File: src/rtl/bp_pkg.sv
// Shared helpers for the branch predictor: counter constants and PC slicing.
// Widths are passed in, so one package serves every parameterisation.
package bp_pkg;

  // Largest value of a cnt_w-bit saturating counter.
  function automatic logic [31:0] cnt_max(input int cnt_w);
    return (32'd1 << cnt_w) - 32'd1;
  endfunction

  // Weakly-taken value: MSB set, all lower bits clear.
  function automatic logic [31:0] cnt_weak_t(input int cnt_w);
    return 32'd1 << (cnt_w - 1);
  endfunction

  // BTB index: word-aligned PC bits just above the byte offset.
  function automatic logic [63:0] pc_index(input logic [63:0] pc, input int idx_w);
    return (pc >> 2) & ((64'd1 << idx_w) - 64'd1);
  endfunction

  // BTB tag: every PC bit above the index field.
  function automatic logic [63:0] pc_tag(input logic [63:0] pc, input int idx_w);
    return pc >> (idx_w + 2);
  endfunction

endpackage

File: src/rtl/bp_sat_counter.sv
// Next-value logic for one saturating taken/not-taken counter.
// Priority: force_max, then load_weak, then inc, then dec.
module bp_sat_counter
  import bp_pkg::*;
#(
  parameter int CNT_W = 2
) (
  input  logic [CNT_W-1:0] cnt_in,
  input  logic             inc,
  input  logic             dec,
  input  logic             force_max,
  input  logic             load_weak,
  output logic [CNT_W-1:0] cnt_out
);

  localparam logic [CNT_W-1:0] CNT_MAX    = CNT_W'(cnt_max(CNT_W));
  localparam logic [CNT_W-1:0] CNT_WEAK_T = CNT_W'(cnt_weak_t(CNT_W));

  // Select the counter's next value, holding at both rails.
  always_comb begin
    cnt_out = cnt_in;
    if (force_max) begin
      cnt_out = CNT_MAX;
    end else if (load_weak) begin
      cnt_out = CNT_WEAK_T;
    end else if (inc && (cnt_in != CNT_MAX)) begin
      cnt_out = cnt_in + 1'b1;
    end else if (dec && (cnt_in != '0)) begin
      cnt_out = cnt_in - 1'b1;
    end
  end

endmodule

File: src/rtl/branch_predictor.sv
// Direct-mapped BTB with per-entry saturating counters. Lookup is combinational
// from the IF-stage PC; training comes from the ID-stage resolution and lands
// on the next rising edge. Also keeps a saturating mispredict count.
module branch_predictor
  import bp_pkg::*;
#(
  parameter int ADDR_W  = 32,
  parameter int ENTRIES = 16,
  parameter int CNT_W   = 2,
  parameter int STAT_W  = 16
) (
  input  logic              clk,
  input  logic              rst,
  input  logic [ADDR_W-1:0] pc_in,
  output logic              pred_hit,
  output logic              pred_taken,
  output logic [ADDR_W-1:0] pred_next_pc,
  input  logic              upd_valid,
  input  logic [ADDR_W-1:0] upd_pc,
  input  logic              upd_taken,
  input  logic              upd_is_jump,
  input  logic [ADDR_W-1:0] upd_target,
  input  logic              upd_mispredict,
  input  logic              invalidate,
  output logic [STAT_W-1:0] mispredict_count
);

  localparam int IDX_W = $clog2(ENTRIES);
  localparam int TAG_W = ADDR_W - IDX_W - 2;

  typedef struct packed {
    logic              valid;
    logic [TAG_W-1:0]  tag;
    logic [ADDR_W-1:0] target;
    logic [CNT_W-1:0]  counter;
  } entry_t;

  // Flops rather than RAM: the whole table must clear asynchronously and
  // all valid bits must drop in a single cycle on invalidate.
  entry_t r_table [ENTRIES];
  logic [STAT_W-1:0] r_mis_cnt;

  logic [IDX_W-1:0] w_lk_idx, w_up_idx;
  logic [TAG_W-1:0] w_lk_tag, w_up_tag;
  entry_t           w_lk_entry, w_up_entry;
  logic             w_lk_hit, w_up_hit;
  logic             w_write, w_tgt_wr;
  logic [CNT_W-1:0] w_cnt_in, w_cnt_next;

  // Lookup side: no bypass from a same-cycle update by design.
  assign w_lk_idx   = IDX_W'(pc_index(64'(pc_in), IDX_W));
  assign w_lk_tag   = TAG_W'(pc_tag(64'(pc_in), IDX_W));
  assign w_lk_entry = r_table[w_lk_idx];
  assign w_lk_hit   = w_lk_entry.valid && (w_lk_entry.tag == w_lk_tag);

  assign pred_hit     = w_lk_hit;
  assign pred_taken   = w_lk_hit && w_lk_entry.counter[CNT_W-1];
  assign pred_next_pc = pred_taken ? w_lk_entry.target : (pc_in + ADDR_W'(4));

  // Update side.
  assign w_up_idx   = IDX_W'(pc_index(64'(upd_pc), IDX_W));
  assign w_up_tag   = TAG_W'(pc_tag(64'(upd_pc), IDX_W));
  assign w_up_entry = r_table[w_up_idx];
  assign w_up_hit   = w_up_entry.valid && (w_up_entry.tag == w_up_tag);

  // A not-taken miss leaves the table alone; everything else writes the entry.
  assign w_write  = upd_valid && (w_up_hit || upd_taken);
  assign w_tgt_wr = upd_taken || upd_is_jump;
  assign w_cnt_in = w_up_hit ? w_up_entry.counter : '0;

  bp_sat_counter #(.CNT_W(CNT_W)) u_cnt (
    .cnt_in    (w_cnt_in),
    .inc       (w_up_hit && !upd_is_jump && upd_taken),
    .dec       (w_up_hit && !upd_is_jump && !upd_taken),
    .force_max (upd_is_jump),
    .load_weak (!w_up_hit && !upd_is_jump),
    .cnt_out   (w_cnt_next)
  );

  // Table state: reset clears everything, invalidate beats a same-cycle update.
  always_ff @(posedge clk or negedge rst) begin
    if (!rst) begin
      for (int i = 0; i < ENTRIES; i++) r_table[i] <= '0;
    end else if (invalidate) begin
      for (int i = 0; i < ENTRIES; i++) r_table[i].valid <= 1'b0;
    end else if (w_write) begin
      r_table[w_up_idx].valid   <= 1'b1;
      r_table[w_up_idx].tag     <= w_up_tag;
      r_table[w_up_idx].counter <= w_cnt_next;
      if (w_tgt_wr) r_table[w_up_idx].target <= upd_target;
    end
  end

  // Mispredict statistic, saturating at all-ones, cleared only by reset.
  always_ff @(posedge clk or negedge rst) begin
    if (!rst) begin
      r_mis_cnt <= '0;
    end else if (upd_valid && upd_mispredict && (r_mis_cnt != '1)) begin
      r_mis_cnt <= r_mis_cnt + 1'b1;
    end
  end

  assign mispredict_count = r_mis_cnt;

endmodule

File: config.mk
export PLATFORM = sky130hd
export DESIGN_NAME = branch_predictor
export DESIGN_NICKNAME = d
export VERILOG_FILES = /design/src/rtl/bp_pkg.sv /design/src/rtl/bp_sat_counter.sv /design/src/rtl/branch_predictor.sv
export SDC_FILE = /design/constraint.sdc
export NUM_CORES = 2
export LEC_CHECK = 0
export BUFFER_PORTS_ARGS = -buffer_cell sky130_fd_sc_hd__buf_2
export CAP_MARGIN = 20
export CORE_UTILIZATION = 68
export DETAILED_ROUTE_END_ITERATION = 8
export MAX_ROUTING_LAYER = met4
export PLACE_DENSITY_LB_ADDON = 0.3
export REMOVE_ABC_BUFFERS = 1
export SKIP_CTS_REPAIR_TIMING = 1
export SLEW_MARGIN = 20
export SYNTH_ARGS = -nofsm -noshare
export SYNTH_HDL_FRONTEND = slang
export SYNTH_HIERARCHICAL = 1
export SYNTH_SLANG_ARGS = --single-unit
File: constraint.sdc
create_clock -name clk -period 9.34 [get_ports clk]
set_input_delay 1.868 -clock clk [delete_from_list [all_inputs] [get_ports clk]]
set_output_delay 1.868 -clock clk [all_outputs]
set_load 0.02 [all_outputs]
==> flow_metrics.env <==
export IMPL_finalSetupViolCount=0
export IMPL_h_tree_depth=3
export IMPL_coreArea_um2=74800
export IMPL_ys_seq_area_share_pct=48.1
export IMPL_synthMuxAreaShare_pct=41.6
export IMPL_p_leak_uw=0.0266
export IMPL_rsz0062_at_grt="no"
export IMPL_num_rows=100
export IMPL_grt_pass1_wl_um=214000
export IMPL_fp_dieW_um=278
export IMPL_drive_above_1_share_pct=52.3
export IMPL_antenna_found_initial=15
export IMPL_critPathLaunchType="primary input"
export IMPL_detail_route_vias_per_cell=7.21
export IMPL_synth_xor_area_share_pct=1.61
export IMPL_die_area_um2=77100
export IMPL_synth_top_family_by_area="multiplexers"
export IMPL_area_growth_pct=8.93
export IMPL_num_vias=31726
export IMPL_synth_simple_area_share_pct=2.67
export IMPL_yosysTopAreaCellShare_pct=48.1
export IMPL_nets=3438
export IMPL_clk_pin_slew_ps=60
export IMPL_gp_congestion=0.991
export IMPL_worst_slew_pin_slew_ps=1350
export IMPL_hold_viol=0
export IMPL_io_pins=153
export IMPL_clk_path_buf_depth=3
export IMPL_slew_violations=0
export IMPL_synth_top_area_cell="dfrtp_1"
export IMPL_hold_slack_ps=489
export IMPL_ys_seq_elements=992
export IMPL_p_per_area_nw_per_um2=200
export IMPL_crit_required_ps=7470
export IMPL_cts_root_buf="clkbuf_16"
export IMPL_n_fill_cell=4306
export IMPL_relSlewSlack_pct=9.92
export IMPL_synthFlopType="dfrtp_1"
export IMPL_clock_sinks=992
export IMPL_clock_latency_ps=690
export IMPL_synth_area_um2=51700
export IMPL_fin_skew_ps=33.2
export IMPL_synth_cell_types=76
export IMPL_layout_min_cycle_time_ps=7990
export IMPL_ys_async_sr_fraction_pct=100
export IMPL_fp_dieH_um=278
export IMPL_wl_per_cell_um=32.0
export IMPL_drv_cap=0
export IMPL_syn_avg_cell_area_um2=15.6
export IMPL_fmax_ghz=0.125
export IMPL_worstPathMaxFanout=121
export IMPL_yosysWarnings=6
export IMPL_drt_wl_total_um=141000
export IMPL_hp_class="register to register"
export IMPL_finalCritPeriodShare_pct=85.6
export IMPL_track_usage_pct=38.5
export IMPL_overflow=0
export IMPL_timing_setup_tns_ps=0
export IMPL_grt_max_degree=184
export IMPL_hpwl_um=84600
export IMPL_crit_arrival_ps=6120
export IMPL_grt_pass1_vias=33356
export IMPL_path_class="primary input to primary output"
export IMPL_outcome="completed"
export IMPL_rrSetupSlack_ps=4480
export IMPL_synth_edf_count=0
export IMPL_ir_drop_uv=175
export IMPL_drc_errors=0
export IMPL_io_buffer_count=150
export IMPL_yosys_area_share_adder_pct=0.0969
export IMPL_end_kind="primary output"
export IMPL_synth_compound_area_share_pct=2.40
export IMPL_ant_nets=0
export IMPL_cts_inserted_buffers=100
export IMPL_start_util_pct=69.0
export IMPL_drtIter0Drc=3339
export IMPL_synth_area_leaders="dfrtp_1 (48%), mux2_2 (16%), mux4_2 (16%)"
export IMPL_synthCells=3320
export IMPL_first_pass_iters=7
export IMPL_cts_tree="yes"
## layer usage
metal	up-vias	global-route usage [%]	share of wire, %
met4	0	15.2	4.3
li1	12583	-	-
met3	377	8.99	9.1
met5	-	-	0
met2	1668	58.7	48
met1	17098	50.5	38
## area by class of cell
cell class / instances / area, um2 / share of cell area (%)
Multi-Input combinational cell: 1988 / 25100 / 44.6
Sequential cell: 992 / 24800 / 44.1
Clock buffer: 140 / 2900 / 5.16
Timing Repair Buffer: 227 / 1500 / 2.66
Tap cell: 969 / 1210 / 2.15
Clock inverter: 47 / 618 / 1.10
Inverter: 22 / 83.8 / 0.149
Antenna cell: 16 / 40.0 / 0.0712
## final timing paths
path	from	endpoint	depth (start not counted)
max in group asynchronous	rst	r_table[283]	2
worst max register to register	r_table[53]	r_table[114]	11
worst min register to register	mispredict_count[12]	mispredict_count[12]	1
worst max-delay path	pc_in[3]	pred_next_pc[30]	10
worst min-delay path	mispredict_count[12]	mispredict_count[12]	1
min in group asynchronous	rst	r_table[956]	1
## cells in the mapped netlist (4+ instances only)
cell	n
buf_6	39
mux2i_1	107
o22ai_1	22
mux2_4	240
nor4_1	7
and3_1	12
nor3_2	7
a221oi_1	5
nor2_1	22
buf_4	33
nand4_1	12
a21oi_1	27
a211oi_1	25
or3_1	12
xnor2_1	60
o21ai_0	9
nand2_1	39
and4_1	4
ha_1	4
nor3_1	20
a22oi_1	17
buf_1	50
nand2b_1	12
xor2_1	35
inv_1	21
nor2b_1	33
mux4_2	357
or4_1	4
dfrtp_1	992
clkbuf_1	106
mux2_2	740
a31oi_1	9
a21o_1	18
nand3_1	30
mux2_1	39
buf_2	87
## logic make-up after synthesis
logic type                 Yosys count
adders and majority gates            4
buffers and inverters              340
AOI/OAI and AO/OA                  171
xor gates and xnor gates            95
and+or+nand+nor                    235
muxes                             1483
DFF                                992
## worst max-delay path, cell delays in order
cell,delay [ps]
buf_8,530
buf_12,670
ha_1,410
inv_1,120
nor4_1,1050
nand2_1,300
nor2_1,200
xnor2_1,90
mux2_2,260
buf_2,160
## registers in the layout, summed over array words and instances, names as in the netlist
| name | flops |
|---|---|
| r_table | 976 |
| mispredict_count | 16 |
## metrics by stage
stage          cell area, um2  setup slack (ps)  util, %  total power (uW)  instances
3_5_place_dp            52700              1450     70.4              6990       4198
2_1_floorplan           49900              2670        -              6290       3002
6_report                56300              1350     75.2             11200       4401
3_3_place_gp            52700              1490     70.4              6850       4198
5_1_grt                 56300              1290     75.2             11600       4399
4_1_cts                 56200              1430     75.1             11200       4385
## report_power, final
group / switching [uW] / total [uW] / leakage (uW) / internal [uW]
registers: 376 / 5200 / 0.0133 / 4820
logic: 781 / 1770 / 0.0116 / 990
clock network: 1790 / 4280 / 0.00172 / 2490
total: 2940 / 11200 / 0.0266 / 8300
## cell usage in the layout (no fill, tap or decap), types with 21 or more instances in the layout
| cell type | instances |
|---|---|
| o22ai_1 | 22 |
| a211oi_1 | 25 |
| a21oi_1 | 27 |
| nor2_1 | 22 |
| mux2i_1 | 107 |
| nand3_1 | 29 |
| xor2_1 | 35 |
| inv_1 | 21 |
| buf_4 | 69 |
| clkbuf_8 | 25 |
| mux2_1 | 39 |
| nand2_1 | 39 |
| mux4_2 | 357 |
| nor2b_1 | 32 |
| mux2_4 | 240 |
| mux2_2 | 740 |
| buf_2 | 142 |
| clkbuf_16 | 100 |
| xnor2_1 | 60 |
| dfrtp_1 | 992 |
Power figures use the tool's default switching activity.
